[config.mk]
export PLATFORM = sky130hd
export DESIGN_NAME = sseg_scan_nd_flat
export DESIGN_NICKNAME = d
export VERILOG_FILES = /design/src/rtl/sseg_scan_nd_if.sv /design/src/rtl/sseg_scan_nd.sv /design/src/flat_wrapper.sv
export SDC_FILE = /design/constraint.sdc
export NUM_CORES = 1
export LEC_CHECK = 0
export BUFFER_PORTS_ARGS = -buffer_cell sky130_fd_sc_hd__buf_2
export CAP_MARGIN = 20
export CORE_MARGIN = 4
export CORE_UTILIZATION = 57
export DETAILED_ROUTE_END_ITERATION = 16
export GPL_ROUTABILITY_DRIVEN = 0
export PLACE_DENSITY_LB_ADDON = 0.2
export SETUP_SLACK_MARGIN = 0.1
export SLEW_MARGIN = 20
export SYNTH_ARGS = -nofsm -noshare
export SYNTH_HDL_FRONTEND = slang
export SYNTH_SLANG_ARGS = --single-unit
[constraint.sdc]
create_clock -name clk -period 3.8 [get_ports clk]
set_clock_uncertainty 0.15 [all_clocks]
set_input_delay 0 -clock clk [delete_from_list [all_inputs] [get_ports clk]]
set_output_delay 0 -clock clk [all_outputs]
set_load 0.02 [all_outputs]
[src/rtl/sseg_scan_nd_if.sv]
// Bus bundle between a display-value producer and sseg_scan_nd.
// Defining SSEG_BRIGHT_EN adds the 3-bit brightness input.
interface sseg_scan_nd_if #(
    parameter int N_DIGITS = 4,
    parameter int BIN_W    = 14,
    parameter int SEL_W    = $clog2(N_DIGITS)
);
    logic [BIN_W-1:0]    bin_val;
    logic                sign;
    logic                load;
    logic                blank_en;
    logic                dp_en;
    logic [SEL_W-1:0]    dp_sel;
`ifdef SSEG_BRIGHT_EN
    logic [2:0]          bright;
`endif
    logic                busy;
    logic                done;
    logic                ovf;
    logic [7:0]          ssegs;
    logic [N_DIGITS-1:0] disp_en;

`ifdef SSEG_BRIGHT_EN
    modport master (output bin_val, sign, load, blank_en, dp_en, dp_sel, bright,
                    input  busy, done, ovf, ssegs, disp_en);
    modport slave  (input  bin_val, sign, load, blank_en, dp_en, dp_sel, bright,
                    output busy, done, ovf, ssegs, disp_en);
`else
    modport master (output bin_val, sign, load, blank_en, dp_en, dp_sel,
                    input  busy, done, ovf, ssegs, disp_en);
    modport slave  (input  bin_val, sign, load, blank_en, dp_en, dp_sel,
                    output busy, done, ovf, ssegs, disp_en);
`endif
endinterface

[src/rtl/sseg_scan_nd.sv]
// Signed binary to N-digit BCD (sequential double dabble) with multiplexed common-anode scan.
// Optional macro SSEG_BRIGHT_EN adds a 3-bit duty-cycle brightness control.
module sseg_scan_nd #(
    parameter int N_DIGITS = 4,
    parameter int BIN_W    = 14,
    parameter int DIV_W    = 14,
    parameter int SEL_W    = $clog2(N_DIGITS)
) (
    input  logic          clk,
    input  logic          rst_n,
    sseg_scan_nd_if.slave bus
);
    localparam int             CNT_W = $clog2(BIN_W + 1);
    localparam int             BCD_W = 4 * (N_DIGITS + 1);
    localparam logic [SEL_W-1:0] LAST_IDX = SEL_W'(N_DIGITS - 1);

    typedef enum logic [1:0] {IDLE, SHIFT, FINAL} state_t;

    state_t                   state;
    logic                     load_q;
    logic [BIN_W-1:0]         bin_q;
    logic                     sign_q;
    logic [BIN_W-1:0]         bin_sr;
    logic [BCD_W-1:0]         bcd;
    logic [BCD_W-1:0]         bcd_adj;
    logic [CNT_W-1:0]         bit_cnt;
    logic                     neg;
    logic                     busy_r;
    logic                     done_r;
    logic                     ovf_r;
    logic                     ovf_next;
    logic [N_DIGITS-1:0][3:0] disp_reg;
    logic [N_DIGITS-1:0][3:0] disp_next;

    logic [DIV_W-1:0]         div_cnt;
    logic [DIV_W-1:0]         div_next;
    logic [SEL_W-1:0]         scan_idx;
    logic [SEL_W-1:0]         idx_next;
    logic [7:0]               seg_raw;
    logic                     dp_bit;
    logic                     duty_on;
    logic [7:0]               ssegs_r;
    logic [N_DIGITS-1:0]      disp_en_r;

    function automatic logic [7:0] seg_code(input logic [3:0] code);
        case (code)
            4'h0:    seg_code = 8'h03;
            4'h1:    seg_code = 8'h9F;
            4'h2:    seg_code = 8'h25;
            4'h3:    seg_code = 8'h0D;
            4'h4:    seg_code = 8'h99;
            4'h5:    seg_code = 8'h49;
            4'h6:    seg_code = 8'h41;
            4'h7:    seg_code = 8'h1F;
            4'h8:    seg_code = 8'h01;
            4'h9:    seg_code = 8'h09;
            4'hA:    seg_code = 8'hFD;
            default: seg_code = 8'hFF;
        endcase
    endfunction

    // NOTE: every always_comb output gets a default first so no path can infer a latch.
    always_comb begin
        bcd_adj = bcd;
        for (int j = 0; j <= N_DIGITS; j++) begin
            if (bcd[4*j +: 4] >= 4'd5) bcd_adj[4*j +: 4] = bcd[4*j +: 4] + 4'd3;
        end
    end

    // Final formatting: digit 0 is the leftmost, i.e. the most significant BCD nibble.
    always_comb begin
        int lead_pos;
        logic [3:0] digit;
        ovf_next  = (bcd[4*N_DIGITS +: 4] != 4'd0) ||
                    (neg && (bcd[4*(N_DIGITS-1) +: 4] != 4'd0));
        disp_next = '1;
        lead_pos  = N_DIGITS - 1;
        digit     = 4'd0;
        for (int i = N_DIGITS - 1; i >= 0; i--) begin
            if (bcd[4*(N_DIGITS-1-i) +: 4] != 4'd0) lead_pos = i;
        end
        for (int i = 0; i < N_DIGITS; i++) begin
            digit = bcd[4*(N_DIGITS-1-i) +: 4];
            if (ovf_next)
                disp_next[i] = 4'hA;
            else if (neg && ((bus.blank_en && i == lead_pos - 1) || (!bus.blank_en && i == 0)))
                disp_next[i] = 4'hA;
            else if (bus.blank_en && i < lead_pos)
                disp_next[i] = 4'hF;
            else
                disp_next[i] = digit;
        end
    end

    // NOTE: sequential state uses non-blocking assignments only, so every read sees the pre-edge value.
    always_ff @(posedge clk or negedge rst_n) begin
        if (!rst_n) begin
            state    <= IDLE;
            load_q   <= 1'b0;
            bin_q    <= '0;
            sign_q   <= 1'b0;
            bin_sr   <= '0;
            bcd      <= '0;
            bit_cnt  <= '0;
            neg      <= 1'b0;
            busy_r   <= 1'b0;
            done_r   <= 1'b0;
            ovf_r    <= 1'b0;
            // NOTE: the display register is small and must power up blank, so it is reset like any flop.
            disp_reg <= {N_DIGITS{4'hF}};
        end else begin
            done_r <= 1'b0;
            load_q <= bus.load & ~busy_r;
            if (bus.load && !busy_r) begin
                bin_q  <= bus.bin_val;
                sign_q <= bus.sign;
            end
            case (state)
                IDLE: if (load_q) begin
                    bin_sr  <= bin_q;
                    neg     <= sign_q;
                    bcd     <= '0;
                    bit_cnt <= '0;
                    busy_r  <= 1'b1;
                    state   <= SHIFT;
                end
                SHIFT: begin
                    {bcd, bin_sr} <= {bcd_adj, bin_sr} << 1;
                    bit_cnt       <= bit_cnt + 1'b1;
                    if (bit_cnt == CNT_W'(BIN_W - 1)) state <= FINAL;
                end
                FINAL: begin
                    disp_reg <= disp_next;
                    ovf_r    <= ovf_next;
                    done_r   <= 1'b1;
                    busy_r   <= 1'b0;
                    state    <= IDLE;
                end
                default: state <= IDLE;
            endcase
        end
    end

    assign div_next = div_cnt + 1'b1;
    assign idx_next = (&div_cnt) ? ((scan_idx == LAST_IDX) ? '0 : scan_idx + 1'b1) : scan_idx;
    assign seg_raw  = seg_code(disp_reg[idx_next]);
    assign dp_bit   = ~(bus.dp_en && (idx_next == bus.dp_sel));

`ifdef SSEG_BRIGHT_EN
    logic [DIV_W+2:0] phase_ext;
    assign phase_ext = {div_next, 3'b000};
    assign duty_on   = (phase_ext[DIV_W+2 -: 3] <= bus.bright);
`else
    assign duty_on = 1'b1;
`endif

    // Outputs are computed from the next index so ssegs and disp_en move on the same edge.
    always_ff @(posedge clk or negedge rst_n) begin
        if (!rst_n) begin
            div_cnt   <= '0;
            scan_idx  <= '0;
            ssegs_r   <= 8'hFF;
            disp_en_r <= '1;
        end else begin
            div_cnt  <= div_next;
            scan_idx <= idx_next;
            if (duty_on) begin
                ssegs_r   <= {seg_raw[7:1], dp_bit};
                disp_en_r <= ~(N_DIGITS'(1) << idx_next);
            end else begin
                disp_en_r <= '1;
            end
        end
    end

    assign bus.busy    = busy_r;
    assign bus.done    = done_r;
    assign bus.ovf     = ovf_r;
    assign bus.ssegs   = ssegs_r;
    assign bus.disp_en = disp_en_r;
endmodule

[src/flat_wrapper.sv]
// flat-port wrapper written by rule: the top's interface ports become plain ports
module sseg_scan_nd_flat 
#(
    parameter int N_DIGITS = 4,
    parameter int BIN_W    = 14,
    parameter int DIV_W    = 14,
    parameter int SEL_W    = $clog2(N_DIGITS)
)
  (clk, rst_n, bus_bin_val, bus_sign, bus_load, bus_blank_en, bus_dp_en, bus_dp_sel, bus_busy, bus_done, bus_ovf, bus_ssegs, bus_disp_en);
  sseg_scan_nd_if #(.N_DIGITS(N_DIGITS), .BIN_W(BIN_W), .SEL_W(SEL_W)) bus_i ();
  input  logic clk;
  input  logic rst_n;
  input wire logic [$bits(bus_i.bin_val)-1:0] bus_bin_val;
  input wire logic [$bits(bus_i.sign)-1:0] bus_sign;
  input wire logic [$bits(bus_i.load)-1:0] bus_load;
  input wire logic [$bits(bus_i.blank_en)-1:0] bus_blank_en;
  input wire logic [$bits(bus_i.dp_en)-1:0] bus_dp_en;
  input wire logic [$bits(bus_i.dp_sel)-1:0] bus_dp_sel;
  output wire logic [$bits(bus_i.busy)-1:0] bus_busy;
  output wire logic [$bits(bus_i.done)-1:0] bus_done;
  output wire logic [$bits(bus_i.ovf)-1:0] bus_ovf;
  output wire logic [$bits(bus_i.ssegs)-1:0] bus_ssegs;
  output wire logic [$bits(bus_i.disp_en)-1:0] bus_disp_en;
  assign bus_i.bin_val = bus_bin_val;
  assign bus_i.sign = bus_sign;
  assign bus_i.load = bus_load;
  assign bus_i.blank_en = bus_blank_en;
  assign bus_i.dp_en = bus_dp_en;
  assign bus_i.dp_sel = bus_dp_sel;
  assign bus_busy = bus_i.busy;
  assign bus_done = bus_i.done;
  assign bus_ovf = bus_i.ovf;
  assign bus_ssegs = bus_i.ssegs;
  assign bus_disp_en = bus_i.disp_en;
  sseg_scan_nd #(.N_DIGITS(N_DIGITS), .BIN_W(BIN_W), .DIV_W(DIV_W), .SEL_W(SEL_W)) u_core (.clk(clk), .rst_n(rst_n), .bus(bus_i));
endmodule
---- After elaboration in Yosys (flattened, before gate mapping) ----
Memory sizes are Yosys's and may differ from the RTL's. A register that Yosys moved wholly into a read port is not among the register bits.
Cells that the tools add are included.
storage, ports and cells
  memories ................................ 1
  bits in read-only memories .............. 112
  output and inout port bits .............. 15
  register bits after elaboration ......... 104
memories
  name              words  width  rd ports  clocked after Yosys merged registers in  write ports  RTL line            text
  (name not given)  16     7      1         1                                        0            sseg_scan_nd.sv:46  case (code)
cells by class
  bitwise gates (word level) .............. 4
  order comparisons ....................... 10
  reduce and logical (&&, ||, !) cells .... 33
  eq/ne operators ......................... 10
  add/subtract/negate cells ............... 9
  muxes and demuxes ....................... 36
  shifts and indexed selects .............. 1
operators by type and width
  kind                     number
  $mux W4                  18
  $eq A3 B32 Y1 const A    2
  $lt A3 B32 Y1 const A    2
  $mux W32                 2
  $pmux W20 S2             1
  $eq A2 B32 Y1 const A    1
  $logic_not A32 Y1        1
  $lt A1 B32 Y1 const A    1
  $lt A2 B32 Y1 const A    1
  $sub A32 B2 Y32 const B  1
  $pmux W14 S2             1
  $ge A4 B3 Y1 const B     5
  $mux W20                 1
  $add A4 B2 Y4 const B    4
  $reduce_bool A4 Y1       4
  $logic_and A1 B1 Y1      15
  $add A14 B1 Y14 const B  1
  $mux W14                 1
  $reduce_and A14 Y1       1
  $bmux W4 S2              1
  $mux W2                  4
  $pmux W4 S2              1
  $reduce_and A2 Y1        4
  $add A4 B1 Y4 const B    1
  20 further kinds         29

---- Logic depth before layout (Yosys ltp) ----
Gate-level depths: netlist of run 1.
  depth in word-level cells ............... 11
  gate-level depth with buffers ........... 9

---- Worst setup path after synthesis of run 1 ----
OpenSTA, ideal clock, no wires.
  path type ............................... register to register
  start point ............................. reg u_core.scan_idx[1]
  end point ............................... reg u_core.ssegs_r[6] (netlist: u_core.bus.ssegs[6])
  setup slack ............................. 0.975 ns
  stages on the path, launching flop included .. 9
  data arrival time ....................... 2.601 ns
  setup time .............................. 0.074 ns
  clock period less this slack ............ 2.825 ns
  path through ............................ dfrtp_1 -> ha_1 -> nor2_1 -> mux4_2 -> mux2i_1 -> inv_1 -> ha_1 -> o21a_1 -> a21oi_1
on the way
  cells in the longest elaborated chain, start to end .. 5
  elaborated cells between the ends (all ways) .. 6
  classes of those cells .................. add/sub: 1; eq/ne: 1; mux: 4
ends and longest elaborated chain
  element                                        RTL line             text
  from (decl)                                    sseg_scan_nd.sv:37   logic [SEL_W-1:0] scan_idx;
  from (signal assigned)                         sseg_scan_nd.sv:166  scan_idx <= idx_next;
  $add A2 B1 Y2 or $eq A2 B2 Y1 (tied branches)  sseg_scan_nd.sv:145  assign idx_next = (&div_cnt) ? ((scan_idx == LAST_IDX) ? '0 : scan_idx + 1'b1) : scan_idx;
  $mux W2                                        sseg_scan_nd.sv:145
  $mux W2 (*)                                    sseg_scan_nd.sv:145
  $bmux W4 S2 (*)                                sseg_scan_nd.sv:146  assign seg_raw = seg_code(disp_reg[idx_next]);
  $mux W4 (implied by the code) (*)              sseg_scan_nd.sv:146
  to (decl)                                      sseg_scan_nd.sv:42   logic [7:0] ssegs_r;
Mark *: on every way between the ends. The rest lies on a longest branch, timed or not. The select of a mux whose other input is x is not followed.
A chain may end at the register's enable or synchronous reset.

---- Worst setup path after layout of run 1 ----
  start point ............................. reg u_core.scan_idx[0]
  end point ............................... reg u_core.ssegs_r[6] (netlist: u_core.bus.ssegs[6])
Same word-level chain as after synthesis.

==> impl_metrics.py, run 1 <==
metrics = {
    "worst_setup_path": {
        "crit_chain": "ha_1, nor2_1, mux4_2, mux2i_1, inv_1, ha_1, o21a_1, a21oi_1",
        "rr_worst_depth": 8,
        "critPathBufInv": 1,
        "rrSetupSlack_ns": 0.61,
        "r2r_start": "u_core.scan_idx[0]",
        "path_common_cell": "ha_1",
        "cp-start-kind": "flip-flop",
        "path_max_fanout": 7,
        "r2r-end": "u_core.bus.ssegs[6]",
        "path_depth": 8,
        "end_kind": "flip-flop",
        "critPathKind": "flip-flop to flip-flop",
        "required_ns": 3.95,
        "critPathTopFamily": "multiplexers",
        "cpMaxStageDelayCell": "mux4_2",
        "worstPathArrival_ns": 3.35,
        "critical-path-max-stage-delay_ns": 0.57,
    },
    "route": {
        "ant_nets": 0,
        "dr.pass1.iters": 4,
        "routedWlPerCell_um": 14.83,
        "wirelength_um": 9418,
        "via_per_inst": 5.628,
        "via_count": 3574,
        "drc": 0,
        "drt_iter0_markers": 164,
    },
    "min_path": {
        "hold_path.class": "input port to asynchronous set/reset pin",
    },
    "pwr": {
        "p_leak_nw": 2.662,
        "clkPwrFrac": 0.175,
        "finalPower_mw": 4.105,
        "seq_power_share": 0.453,
        "p_per_area_nw_per_um2": 709.6,
        "net-switching-power_mw": 1.543,
        "p_sw_frac": 0.3758,
        "pwr-share-comb": 0.371,
        "intPower_mw": 2.563,
        "vdd_drop_max_mv": 0.3327,
    },
    "die": {
        "initial_core_util": 0.5830,
        "die_x_um": 102.2,
        "num_rows": 34,
        "ios": 37,
        "die-height_um": 102.2,
        "die_area_um2": 10450,
        "core_um2": 8678,
    },
    "clock_network": {
        "htreeDepth": 3,
        "cts_setup_buffers": 0,
        "cts_tree": "done",
        "insertion_delay_ns": 0.37,
        "cts_sinks": 104,
        "numCtsBuffers": 9,
        "cts_resized": 0,
        "clkTransAtPathRegs_ns": 0.10,
        "hold_buffers": 20,
        "cts_max_path_buffers": 2,
        "clock-root-buffer": "clkbuf_8",
    },
    "sta": {
        "drv_slew": 0,
        "finalSetupViolations": 0,
        "report.final.hold_viol_count": 0,
        "rsz0062_at_grt": "no",
        "period_needed_ns": 3.195,
        "fmax_ghz": 0.3130,
        "finalCritPeriodShare": 0.8407,
        "fin_tns_setup_ns": 0,
        "worst_pin_slew_ns": 0.9786,
        "relSlewSlack": 0.3452,
        "holdWs_ns": 0.1667,
        "setup_ws_ns": 0.6054,
    },
    "global_route": {
        "antenna_found_initial": 0,
        "overflow": 0,
        "grt_max_degree": 80,
        "grt_pass1_vias": 3580,
        "grt_pass1_wl_um": 16380,
        "grt_use_total": 0.1986,
    },
    "yosys": {
        "synth_cells": 464,
        "syn-num-nets": 507,
        "yosys_most_used_dff": "dfrtp_1",
        "yosysWarningCount": 0,
        "async_flop_share": 1.000,
        "synth_edf_count": 0,
        "synth.cell_area_um2": 5060,
        "yosysUniqueCellTypes": 50,
        "syn_area_per_cell_um2": 10.90,
        "ys_ff_latch": 104,
        "synth-seq-area-share": 0.5213,
    },
    "finish": {
        "design_area_um2": 5786,
        "diodes": 0,
        "final_util": 0.6667,
        "final_nets": 565,
        "syn_to_final_growth_pct": 14.34,
        "largest_reg_flops": 20,
        "drive_gt1_frac": 0.2334,
        "final-instance-count-excl-fill": 635,
    },
    "placed_design": {
        "dp_hpwl_um": 6468,
        "place_area_um2": 5373,
        "dp_cells": 599,
        "io_buffers": 36,
        "place_worst_setup_slack_ns": 0.6300,
    },
    "status": {
        "outcome": "finished clean",
    },
    "flow_run": {
        "max-cap-violations": 0,
    },
}
==> Yosys cell counts, types with 2 or more instances <==
cell	n	area, µm²
dfstp_2	28	735.7
nor2_1	25	93.84
xor2_1	11	96.34
inv_1	21	78.83
ha_1	21	262.8
and3b_2	3	30.03
xnor2_1	15	131.4
o211ai_1	3	22.52
nand2b_1	7	43.79
clkbuf_1	15	56.30
a211o_1	2	17.52
nor2b_1	2	12.51
mux4_2	8	180.2
o31ai_1	7	52.55
nand4_1	5	31.28
a32o_1	5	50.05
o32ai_1	4	35.03
mux2i_1	7	70.07
nand3_1	19	95.09
a21oi_1	20	100.1
dfrtp_1	76	1902
nand2_1	72	270.3
mux2_2	16	180.2
nor3_1	2	10.01
a22oi_1	13	97.59
o21ai_0	29	145.1
o22a_1	5	43.79
==> worst max-delay path by stage <==
stage	startpoint	to	slack, ns
6_report	u_core.scan_idx[0]	u_core.bus.ssegs[6]	0.61
5_1_grt	u_core.scan_idx[0]	u_core.bus.ssegs[6]	0.39
4_1_cts	u_core.scan_idx[0]	u_core.bus.ssegs[6]	0.61
3_5_place_dp	u_core.scan_idx[0]	u_core.bus.ssegs[6]	0.63
3_3_place_gp	u_core.scan_idx[0]	u_core.bus.ssegs[6]	0.77
2_1_floorplan	u_core.scan_idx[1]	u_core.bus.ssegs[6]	0.97
==> worst reg2reg max path, cell delays in order (launching register included) <==
cell	delay, ns
dfrtp_1	0.49
ha_1	0.24
nor2_1	0.47
mux4_2	0.57
mux2i_1	0.42
inv_1	0.17
ha_1	0.32
o21a_1	0.19
a21oi_1	0.11
==> area by class of cell <==
cell class	count	area, µm²
flip-flops and latches	104	2638
multi-input cells	321	2275
fillers	661	2893
clock buffers	9	123.9
well taps	108	135.1
inverters	22	82.58
repair buffers	64	442.9
clock inverters	7	88.84
==> power groups by stage <==
stage | combinational [mW] | sequential (mW) | clock, mW
6_report | 1.52 | 1.86 | 0.720
5_1_grt | 1.74 | 1.91 | 0.791
4_1_cts | 1.53 | 1.86 | 0.749
3_5_place_dp | 1.51 | 1.88 | 0
3_3_place_gp | 1.45 | 1.86 | 0
2_1_floorplan | 1.17 | 1.82 | 0
==> per-layer routing <==
metal	global-route usage	part of all wire
met5	0	0
met4	0.06559	0.014
met3	0.04505	0.039
met2	0.3493	0.51
met1	0.2420	0.44
==> cell families (layout without fill, tap and decap cells) <==
kind of cell,after synthesis,in the layout,share of synthesized area
AOI/OAI and AO/OA,96,96,0.1251
xor gates and xnor gates,26,26,0.04501
adders and majority gates,21,21,0.05193
buffers and inverters,39,102,0.02918
DFF,104,104,0.5213
muxes,33,33,0.09075
and+or+nand+nor,145,145,0.1367
==> layout by cell type (no fill, tap or decap), types with 2 or more instances in the layout <==
cell type and instances:
buf_4 9, a21oi_1 20, mux2_2 16, o31ai_1 7
mux2i_1 7, xnor2_1 15, inv_6 2, o32ai_1 4
nor3_1 2, a22oi_1 13, dfstp_2 28, a32o_1 5
nand2_1 72, xor2_1 11, nand3_1 19, ha_1 21
inv_1 21, a211o_1 2, nor2_1 25, and3b_2 3
dfrtp_1 76, mux4_2 8, o211ai_1 3, o21ai_0 29
buf_2 35, nand4_1 5, nand2b_1 7, clkbuf_8 9
dlygate4sd3_1 20, o22a_1 5, nor2b_1 2
Power figures use the tool's default switching activity.
==> run 2, diff against run 1 <==
clock period = 3.2 ns   (was 3.8 ns; I/O delays follow)
==> impl_metrics.py, run 2 (synthesis results as in run 1) <==
metrics = {
    "worst_setup_path": {
        "worstPathArrival_ns": 3.06,
        "end_kind": "flip-flop",
        "critPathKind": "flip-flop to flip-flop",
        "critPathTopFamily": "multiplexers",
        "critPathBufInv": 0,
        "critical-path-max-stage-delay_ns": 0.55,
        "required_ns": 3.34,
        "rr_worst_depth": 6,
        "path_depth": 6,
        "path_max_fanout": 8,
        "crit_chain": "ha_1, mux4_2, mux2i_1, ha_1, o21a_1, a21oi_1",
        "cp-start-kind": "flip-flop",
        "path_common_cell": "ha_1",
        "cpMaxStageDelayCell": "ha_1",
    },
    "die": {
        "num_rows": 34,
        "die_x_um": 102.2,
        "ios": 37,
        "core_um2": 8678,
        "die-height_um": 102.2,
        "die_area_um2": 10450,
        "initial_core_util": 0.5830,
    },
    "finish": {
        "drive_gt1_frac": 0.2396,
        "final_nets": 568,
        "syn_to_final_growth_pct": 15.26,
        "fillers": 658,
        "final_common_cell": "dfrtp_1",
        "regArea_um2": 2638,
        "multiInputGateArea_um2": 2285,
        "final_cell_mix": "dfrtp_1, nand2_1, buf_2, o21ai_0, dfstp_2",
        "largest_reg_flops": 20,
        "diodes": 0,
    },
    "placed_design": {
        "dp_hpwl_um": 6579,
        "io_buffers": 36,
    },
    "route": {
        "wirelength_um": 9548,
        "drt_iter0_markers": 138,
        "via_count": 3593,
        "drc": 0,
        "ant_nets": 0,
        "via_per_inst": 5.632,
        "routedWlPerCell_um": 14.97,
        "dr.pass1.iters": 4,
    },
    "min_path": {
        "hold_path.class": "input port to asynchronous set/reset pin",
    },
    "global_route": {
        "grt_pass1_wl_um": 16120,
        "grt_max_degree": 54,
        "grt_pass1_vias": 3485,
        "overflow": 0,
        "grt_use_total": 0.1923,
        "antenna_found_initial": 0,
    },
    "sta": {
        "drv_slew": 0,
        "fmax_ghz": 0.3434,
        "relSlewSlack": 0.3350,
        "finalCritPeriodShare": 0.9101,
        "report.final.hold_viol_count": 0,
        "fin_tns_setup_ns": 0,
        "finalSetupViolations": 0,
        "worst_pin_slew_ns": 0.9938,
        "period_needed_ns": 2.912,
        "rsz0062_at_grt": "yes",
    },
    "status": {
        "outcome": "finished clean",
    },
    "clock_network": {
        "cts_max_path_buffers": 2,
        "numCtsBuffers": 9,
        "htreeDepth": 3,
        "insertion_delay_ns": 0.37,
        "clock-root-buffer": "clkbuf_8",
        "clkTransAtPathRegs_ns": 0.11,
        "cts_sinks": 104,
        "cts_tree": "done",
    },
    "pwr": {
        "finalPower_mw": 4.920,
        "p_leak_nw": 2.682,
        "p_per_area_nw_per_um2": 843.7,
        "vdd_drop_max_mv": 0.4955,
    },
    "flow_run": {
        "max-cap-violations": 0,
    },
}
-- run 2: path summary, 6_finish.rpt --
| path | startpoint | end | slack [ns] |
|---|---|---|---|
| setup / recovery | u_core.scan_idx[0] | u_core.bus.ssegs[6] | 0.29 |
| hold / removal | rst_n | u_core.div_cnt[3] | 0.05 |
| setup reg to reg | u_core.scan_idx[0] | u_core.bus.ssegs[6] | 0.29 |
| hold reg to reg | u_core.disp_reg[10] | u_core.disp_reg[10] | 0.33 |
| max in group asynchronous | rst_n | u_core.disp_reg[13] | 2.10 |
| min in group clk | bus_bin_val[8] | u_core.bin_q[8] | 0.23 |
-- run 2: area by class of cell --
class,count,share of cell area
Clock buffer,10,0.02188
Clock inverter,6,0.01480
Inverter,22,0.01416
Multi-Input combinational cell,321,0.3918
Sequential cell,104,0.4523
Tap cell,108,0.02317
Timing Repair Buffer,67,0.08196
-- run 2: power breakdown --
group          internal [mW]  switching, mW
registers               1.83          0.377
logic                  0.846          0.989
clock network          0.386          0.490
-- run 2: repair_timing --
item	in CTS	in global routing
hold buffers	20	0
resized for setup	0	2
setup endpoints to repair	0	3
endpoints found under the hold margin	71	0
buffers inserted	0	0
-- run 2: stage by stage --
stage	util	area [µm²]	hold WS, ns	setup WS (ns)	cells
after floorplan	-	5060	-0.4456	0.3749	464
after global placement	0.6231	5408	-0.07298	0.3783	602
after detailed placement	0.6231	5408	-0.06859	0.2675	602
after CTS	0.6708	5822	0.06598	0.2507	638
after global routing	0.6720	5832	0.1017	0.08665	638
final	0.6720	5832	0.04839	0.2878	638
-- run 2: layer usage --
layer,vias to the layer above,wire (µm),track usage
met3,9,346,0.03891
li1,1752,-,-
met1,1767,4299,0.2409
met2,65,4809,0.3388
met5,-,0,0
met4,0,92,0.05449
==> run 3, diff against run 2 <==
CELL_PAD_IN_SITES_DETAIL_PLACEMENT = 1   (was unset)
CELL_PAD_IN_SITES_GLOBAL_PLACEMENT = 2   (was unset)
CORE_UTILIZATION = 40   (was 57)
clock period = 3.25 ns   (was 3.2 ns; I/O delays follow)
==> impl_metrics.py, run 3 (synthesis results as in run 1) <==
metrics = {
    "status": {
        "outcome": "finished clean",
    },
    "placed_design": {
        "place_worst_setup_slack_ns": 0.2543,
        "dp_hpwl_um": 7974,
        "io_buffers": 36,
        "place_area_um2": 5500,
    },
    "sta": {
        "setup_ws_ns": 0.3118,
        "period_needed_ns": 2.938,
        "report.final.hold_viol_count": 0,
        "finalCritPeriodShare": 0.9041,
        "drv_slew": 0,
        "worst_pin_slew_ns": 0.6872,
        "fmax_ghz": 0.3403,
        "relSlewSlack": 0.5419,
        "rsz0062_at_grt": "no",
        "finalSetupViolations": 0,
        "fin_tns_setup_ns": 0,
    },
    "worst_setup_path": {
        "rrSetupSlack_ns": 0.31,
        "critPathKind": "flip-flop to flip-flop",
        "required_ns": 3.37,
        "worstPathArrival_ns": 3.06,
        "cp-start-kind": "flip-flop",
        "end_kind": "flip-flop",
        "path_max_fanout": 7,
    },
    "route": {
        "via_count": 3657,
        "via_per_inst": 5.202,
        "routedWlPerCell_um": 16.32,
        "dr.pass1.iters": 4,
        "drt_iter0_markers": 161,
        "wirelength_um": 11480,
        "ant_nets": 0,
        "drc": 0,
    },
    "global_route": {
        "overflow": 0,
        "grt_pass1_wl_um": 19740,
        "grt_max_degree": 53,
        "grt_use_total": 0.1696,
        "grt_pass1_vias": 3911,
        "antenna_found_initial": 0,
    },
    "die": {
        "die-height_um": 120.5,
        "num_rows": 40,
        "die_area_um2": 14510,
        "initial_core_util": 0.4143,
        "ios": 37,
        "core_um2": 12210,
        "die_x_um": 120.5,
    },
    "clock_network": {
        "insertion_delay_ns": 0.35,
        "clkTransAtPathRegs_ns": 0.07,
        "cts_sinks": 104,
        "numCtsBuffers": 9,
        "cts_tree": "done",
        "htreeDepth": 3,
        "clock-root-buffer": "clkbuf_16",
        "cts_max_path_buffers": 2,
    },
    "finish": {
        "design_area_um2": 6090,
        "final_common_cell": "dfrtp_1",
        "drive_gt1_frac": 0.2467,
        "multiInputGateArea_um2": 2286,
        "diodes": 0,
        "final_util": 0.4987,
        "syn_to_final_growth_pct": 20.35,
        "final_cell_mix": "dfrtp_1, nand2_1, buf_2, o21ai_0, dfstp_2",
        "largest_reg_flops": 20,
        "final_nets": 573,
        "regArea_um2": 2638,
        "fillers": 1373,
    },
    "flow_run": {
        "max-cap-violations": 0,
    },
    "pwr": {
        "p_leak_nw": 2.771,
        "finalPower_mw": 5.394,
        "p_per_area_nw_per_um2": 885.7,
        "vdd_drop_max_mv": 0.4967,
    },
    "min_path": {
        "hold_path.class": "input port to asynchronous set/reset pin",
    },
}
-- run 3: cell count changes in the layout (fill, tap and decap cells not counted), sizes merged --
cell,delta
buf,+5
inv,-4
bufinv,+3
clkbuf,+1
clkinv,-1
clkinvlp,+1
-- run 3: worst max-delay path, stage by stage, from the launching register on --
cell and delay, ns:
dfrtp_1 0.49, ha_1 0.25, nor2_1 0.44, mux4_2 0.57
mux2i_1 0.20, inv_1 0.12, ha_1 0.32, o21a_1 0.19
a21oi_1 0.13
-- run 3: what timing repair did --
item	CTS	global route
endpoints found under the setup margin	0	2
buffers inserted	0	1
endpoints found under the hold margin	69	0
resized for setup	0	2
hold buffers	20	0
-- run 3: stage by stage --
stage / std cells / hold slack (ns)
after floorplan: 464 / -0.4456
after global placement: 666 / -0.05493
after detailed placement: 666 / -0.04795
after CTS: 702 / 0.1159
after global routing: 703 / 0.1642
final: 703 / 0.07792
-- run 3: worst paths after layout --
check	startpoint	to	cells after the start
min in group clk	bus_bin_val[0]	u_core.bin_q[0]	3
hold / removal	rst_n	u_core.div_cnt[6]	2
setup reg to reg	u_core.scan_idx[0]	u_core.bus.ssegs[6]	8
hold reg to reg	u_core.div_cnt[11]	u_core.div_cnt[11]	1
max in group asynchronous	rst_n	u_core.disp_reg[14]	3
setup / recovery	u_core.scan_idx[0]	u_core.bus.ssegs[6]	8
-- run 3: metal layers --
metal  vias to the layer above  wire length, µm  global-route usage
li1                       1763                -                   -
met1                      1848             5229              0.2174
met2                        36             5794              0.2910
met3                        10              310             0.03601
met4                         0              143             0.04674
met5                         -                0                   0
-- run 3: layout make-up --
type,count,area share
clock buffers,11,0.03986
multi-input cells,321,0.3754
flip-flops and latches,104,0.4331
inverters,22,0.01356
well taps,168,0.03452
clock inverters,5,0.02096
repair buffers,72,0.08260
-- run 3: report_power, final --
| group | internal (mW) | leakage [nW] | switching [mW] | total (mW) |
|---|---|---|---|---|
| sequential | 1.81 | 1.26 | 0.385 | 2.19 |
| clock | 0.852 | 0.176 | 0.471 | 1.32 |
| combinational | 0.845 | 1.33 | 1.03 | 1.88 |
